### config.mk
export PLATFORM = sky130hd
export DESIGN_NAME = issue_buffer
export DESIGN_NICKNAME = d
export VERILOG_FILES = /design/src/rtl/issue_buffer_pkg.sv /design/src/rtl/issue_fifo.sv /design/src/rtl/issue_buffer.sv
export SDC_FILE = /design/constraint.sdc
export NUM_CORES = 1
export LEC_CHECK = 0
export CAP_MARGIN = 20
export CORE_MARGIN = 10
export CORE_UTILIZATION = 53
export CTS_BUF_LIST = sky130_fd_sc_hd__clkbuf_16
export DETAILED_ROUTE_END_ITERATION = 16
export PLACE_DENSITY_LB_ADDON = 0.15
export SETUP_SLACK_MARGIN = 0.05
export SLEW_MARGIN = 20
export SYNTH_ARGS = -nofsm -noshare
export SYNTH_HDL_FRONTEND = slang
export SYNTH_HIERARCHICAL = 1
export SYNTH_SLANG_ARGS = --single-unit
### constraint.sdc
create_clock -name clk -period 4.1 [get_ports clk]
set_input_delay 0.82 -clock clk [delete_from_list [all_inputs] [get_ports clk]]
set_output_delay 0.82 -clock clk [all_outputs]
set_load 0.1 [all_outputs]
### src/rtl/issue_buffer_pkg.sv
// Shared types for the decode-side issue buffer: core configuration and unit class.
// The per-entry struct depends on XLEN and is therefore declared inside issue_buffer.
package issue_buffer_pkg;

    typedef struct packed {
        int XLEN;
        bit F_SUPPORTED;
        bit ZMMUL_SUPPORTED;
    } cvw_t;

    localparam cvw_t CVW_DEFAULT = '{XLEN: 32, F_SUPPORTED: 1'b1, ZMMUL_SUPPORTED: 1'b1};

    typedef enum logic [2:0] {
        ISS_ALU = 3'd0,
        ISS_MDU = 3'd1,
        ISS_FPU = 3'd2,
        ISS_MEM = 3'd3,
        ISS_SYS = 3'd4
    } issue_class_t;

endpackage

### src/rtl/issue_fifo.sv
// Generic circular storage with head/tail/count; flush clears pointers and count.
// One enqueue and one dequeue per cycle; caller guarantees no enq when full or deq when empty.
module issue_fifo #(
    parameter int WIDTH = 8,
    parameter int DEPTH = 4
) (
    input  logic                     clk,
    input  logic                     reset_n,
    input  logic                     flush_i,
    input  logic                     enq_i,
    input  logic                     deq_i,
    input  logic [WIDTH-1:0]         wdata_i,
    output logic [WIDTH-1:0]         rdata_o,
    output logic [$clog2(DEPTH):0]   count_o,
    output logic                     full_o,
    output logic                     empty_o
);

    localparam int AW = $clog2(DEPTH);
    localparam logic [AW:0] FULL_CNT = (AW+1)'(DEPTH);

    logic [AW-1:0]    head_q, head_d;
    logic [AW-1:0]    tail_q, tail_d;
    logic [AW:0]      count_q, count_d;
    logic [WIDTH-1:0] mem_q [DEPTH];

    always_comb begin
        head_d  = head_q;
        tail_d  = tail_q;
        count_d = count_q;
        if (flush_i) begin
            head_d  = '0;
            tail_d  = '0;
            count_d = '0;
        end else begin
            // Pointers are power-of-two wide, so the increment wraps naturally.
            if (enq_i) tail_d = tail_q + 1'b1;
            if (deq_i) head_d = head_q + 1'b1;
            case ({enq_i, deq_i})
                2'b10:   count_d = count_q + 1'b1;
                2'b01:   count_d = count_q - 1'b1;
                default: count_d = count_q;
            endcase
        end
    end

    always_ff @(posedge clk or negedge reset_n) begin
        if (!reset_n) begin
            head_q  <= '0;
            tail_q  <= '0;
            count_q <= '0;
        end else begin
            head_q  <= head_d;
            tail_q  <= tail_d;
            count_q <= count_d;
        end
    end

    always_ff @(posedge clk) begin
        if (enq_i && !flush_i) mem_q[tail_q] <= wdata_i;
    end

    assign rdata_o = mem_q[head_q];
    assign count_o = count_q;
    assign full_o  = (count_q == FULL_CNT);
    assign empty_o = (count_q == '0);

endmodule

### src/rtl/issue_buffer.sv
// In-order buffer between decode dispatch and the execution lanes; head is offered to one lane.
// Enqueue-to-offer latency is one cycle; ready from decode depends only on registered occupancy.
module issue_buffer
    import issue_buffer_pkg::*;
#(
    parameter cvw_t P     = CVW_DEFAULT,
    parameter int   DEPTH = 4
) (
    input  logic                     clk,
    input  logic                     reset_n,
    input  logic                     FlushD,
    input  logic                     DispValidD,
    output logic                     DispReadyD,
    input  logic [31:0]              InstrD,
    input  logic [P.XLEN-1:0]        PCD,
    input  logic                     FpuOp,
    input  logic                     MduOp,
    input  logic                     AluOp,
    input  logic                     MemOp,
    output logic                     AluIssueValid,
    output logic                     MduIssueValid,
    output logic                     FpuIssueValid,
    output logic                     MemIssueValid,
    input  logic                     AluIssueReady,
    input  logic                     MduIssueReady,
    input  logic                     FpuIssueReady,
    input  logic                     MemIssueReady,
    output logic [31:0]              IssueInstr,
    output logic [P.XLEN-1:0]        IssuePC,
    output logic                     IssueSys,
    output logic [$clog2(DEPTH):0]   Count
);

    typedef struct packed {
        logic [31:0]       instr;
        logic [P.XLEN-1:0] pc;
        issue_class_t      cls;
    } issue_entry_t;

    localparam int EW = $bits(issue_entry_t);

    issue_class_t enq_cls;
    issue_entry_t enq_entry;
    issue_entry_t head_entry;
    logic [EW-1:0] head_raw;
    logic          fifo_full;
    logic          fifo_empty;
    logic          enq_fire;
    logic          deq_fire;
    logic          head_vld;
    logic          head_rdy;

    // Memory wins over FPU over MDU over ALU when dispatch sets several bits.
    always_comb begin
        enq_cls = ISS_SYS;
        if (MemOp)      enq_cls = ISS_MEM;
        else if (FpuOp) enq_cls = ISS_FPU;
        else if (MduOp) enq_cls = ISS_MDU;
        else if (AluOp) enq_cls = ISS_ALU;
    end

    always_comb begin
        if (enq_fire) begin
            assert ($countones({MemOp, FpuOp, MduOp, AluOp}) <= 1)
            else $warning("issue_buffer: several unit-class bits set at enqueue, using priority class");
        end
    end

    assign enq_entry.instr = InstrD;
    assign enq_entry.pc    = PCD;
    assign enq_entry.cls   = enq_cls;

    assign DispReadyD = !fifo_full;
    assign enq_fire   = DispValidD && DispReadyD && !FlushD;

    issue_fifo #(
        .WIDTH (EW),
        .DEPTH (DEPTH)
    ) u_fifo (
        .clk     (clk),
        .reset_n (reset_n),
        .flush_i (FlushD),
        .enq_i   (enq_fire),
        .deq_i   (deq_fire),
        .wdata_i (enq_entry),
        .rdata_o (head_raw),
        .count_o (Count),
        .full_o  (fifo_full),
        .empty_o (fifo_empty)
    );

    assign head_entry = head_raw;
    assign head_vld   = !fifo_empty && !FlushD;

    // Valid is formed from state and flush only; ready just selects whether the offer completes.
    always_comb begin
        AluIssueValid = 1'b0;
        MduIssueValid = 1'b0;
        FpuIssueValid = 1'b0;
        MemIssueValid = 1'b0;
        IssueSys      = 1'b0;
        head_rdy      = 1'b0;
        if (head_vld) begin
            case (head_entry.cls)
                ISS_ALU: begin
                    AluIssueValid = 1'b1;
                    head_rdy      = AluIssueReady;
                end
                ISS_SYS: begin
                    AluIssueValid = 1'b1;
                    IssueSys      = 1'b1;
                    head_rdy      = AluIssueReady;
                end
                ISS_MDU: begin
                    MduIssueValid = 1'b1;
                    head_rdy      = MduIssueReady;
                end
                ISS_FPU: begin
                    FpuIssueValid = 1'b1;
                    head_rdy      = FpuIssueReady;
                end
                ISS_MEM: begin
                    MemIssueValid = 1'b1;
                    head_rdy      = MemIssueReady;
                end
                default: head_rdy = 1'b0;
            endcase
        end
    end

    assign deq_fire   = head_vld && head_rdy;
    assign IssueInstr = head_entry.instr;
    assign IssuePC    = head_entry.pc;

endmodule

==> results.md <==
* Nets at roughly 670
* Vias/cell at 5.48
* Worst Path Class, Setup: register to primary output
* H-tree Lvls at 1
* Max Slew Vio Count at 0
* Inserted Diodes at 0
* Syn_area_per_cell at 24.7 sq um
* Total GRT Usage at 0.157
* WL per Instance at 23.1 um
* First-pass GRT wire length at 31,500 um
* Placer congestion estimate at 0.744
* Cts repair resizes at 0
* Core Footprint at between 15,000 and 20,000 sq um
* Initial drt markers at between 300 and 400
* Cell Area, Placed at 12,000 sq um
* Core Rows at 50
* CTS max path bufs at 3
* Synthesized flop and latch total at 275
* Starting Density at 0.544
* Final Cell Area at ~13,000 sq um
* Iteration count of the initial detailed-routing pass at 4
* Outcome: complete, no violations
* Share of cells above drive strength 1 at 0.330
* Slowest stage cell, crit path: dfrtp_4
* Hold Vio Cnt, Final at 0
* DIE AREA at 25,300 sq um
* Pwr Density at 499 nW/um^2
* Max-Cap Viols at 0
* Fin Setup TNS at 0 ns
* Placed cells at 821
* Ranking of synthesized cells by area: edfxtp_1, mux4_2, dfrtp_1
* WP data arrival at 2.57 ns
* Sequential area share after synthesis at 0.803
* Leak Pwr at 4.26 nW
* Die height at 159 um
* Clock buffer count from CTS at 28
* Critical Path, Cell by Cell: buf_4 -> mux4_2 -> buf_4
* Yosys warns at 6
* Hold_buf cts at 0
* Yosys top cell area share at 0.786
* Fin cells at 872
* Most used DFF post-synth: edfxtp_1
* Utilization after layout at 0.687
* Largest net degree at the start of global routing at 43
* VDD IR max at between 300 and 400 uV
* # port buffers at 148
* Final wirelength at 20,100 um
* Final Critical Period at 3.39 ns
* Async SR Flop Fraction at 0.0255
* Critical Path End Type: primary output
* Synth Cell Area at 10,200 sq um
* Reg clk slew, reported paths at 0.06 ns
* Number of global-route vias before repair at 5,299
* F_max at 295 MHz
* Crit Path Max Fanout at 42
* Startpoint type of the worst setup path: register
* GRT overflow at 0
* Worst Path Required at 3.28 ns
* Max-Slew Margin vs Limit at 0.343
* Routed vias at 4,781
* Area grow syn2layout at 26.3%
* TritonCTS clock tree: built
* Worst-Margin Slew at between 0.9 and 1 ns
* Initial antenna violation count at 0
* HP Class: primary input to async pin
* Cell accounting for the most synthesized area: edfxtp_1
* Clock Sinks at 275
* Final Cycle Share at 0.828
* RSZ-0062 raised after global routing: false
* Commonest cells in the netlist: edfxtp_1, mux4_2, nor2_1, buf_2, dfrtp_1
* Post-synth EDFFs at 268
* Hpwl dp at 13,400 um
* Final setup violation count at 0
* Die width at between 150 and 200 um
* Netlist cell types at 30
* Clk root buf: clkbuf_16
* Antenna-violating nets left at 0
* Most used cell, CP: buf_4
* Post-CTS Setup Bufs at 0
* Synthesized Nets at 495
* Synth Instances at a little over 400
* DRC viols at 0
* Clock Skews at 0.0103 ns
* Clk_lat worst skew at 0.53 ns
* Num ports at 149
* Most frequent cell after synthesis: edfxtp_1
* Slowest stage delay, CP at 0.68 ns
-- metal layers --
layer	up-vias	routed length, um	part of all wire	GRT usage
met1	2484	8660	0.43	0.214
met4	0	316	0.016	0.0316
met5	-	0	0	0
met2	156	10000	0.50	0.253
li1	2113	-	-	-
met3	28	1140	0.057	0.0413
-- final cells by class --
cell class,instances,area (sq um)
flip-flops and latches,275,8230
clock buffers,29,726
repair buffers,165,1490
well taps,260,325
fillers,1144,5900
multi-input cells,117,1900
inverters,4,15.0
clock inverters,22,256
-- critical path, delay by kind of cell, from the launching register on --
family                 cells  cell delay, ns
buffers and inverters      2            0.85
multiplexers               1            0.44
flip-flops                 1            0.68
-- power breakdown --
part / switching [mW] / internal, mW / leakage, nW
logic: 0.463 / 0.202 / 1.25
registers: 0.0186 / 3.13 / 2.51
clock network: 0.988 / 1.65 / 0.502
-- kinds of logic after synthesis --
group	share of synthesized area
fa+ha+maj	0.00684
compound gates	0.00269
simple gates	0.0183
buf+inv	0.0144
xor+xnor	0.00428
mux	0.150
flops	0.803
-- path summary, 6_finish.rpt --
path | from | end | slack, ns | cells past startpoint
max | u_fifo/head_q[1]$_DFFE_PN0P_ | IssuePC[18] | 0.71 | 3
min | reset_n | u_fifo/tail_q[0]$_DFFE_PN0P_ | 0.55 | 1
max reg2reg | u_fifo/head_q[0]$_DFFE_PN0P_ | u_fifo/count_o[2]$_DFFE_PN0P_ | 0.93 | 9
min reg2reg | u_fifo/tail_q[1]$_DFFE_PN0P_ | u_fifo/tail_q[1]$_DFFE_PN0P_ | 0.61 | 2
max in group asynchronous | reset_n | u_fifo/head_q[0]$_DFFE_PN0P_ | 3.26 | 1
min in group clk | u_fifo/tail_q[1]$_DFFE_PN0P_ | u_fifo/tail_q[1]$_DFFE_PN0P_ | 0.61 | 2
-- stage by stage --
stage               power [mW]  worst slack, ns  hold WS (ns)
floorplan                 3.67            0.191         0.524
global placement          3.87            0.898         0.577
detailed placement        3.88            0.884         0.597
CTS                       6.52            0.681         0.540
global route              6.66            0.623         0.551
finish                    6.45            0.707         0.554
-- flip-flops by register name (all words and copies together), names as in the netlist --
signal / count
u_fifo/tail_q: 2
u_fifo/head_q: 2
u_fifo/count_o: 3
u_fifo/mem_q: 268
-- placed cells by master (no fill, tap or decap), types with 3 or more instances in the layout --
master	netlist	routed
edfxtp_1	268	268
xnor2_1	3	3
buf_12	2	4
inv_1	4	11
ha_1	4	4
dfrtp_1	7	5
and2_4	0	4
buf_4	4	82
nand2_1	3	3
mux4_2	67	67
nor2_1	9	9
nor3b_1	4	4
bufinv_16	0	6
clkinv_1	0	4
clkbuf_16	0	29
clkdlybuf4s50_1	0	79
nor3_1	4	4
Power figures use the tool's default switching activity.
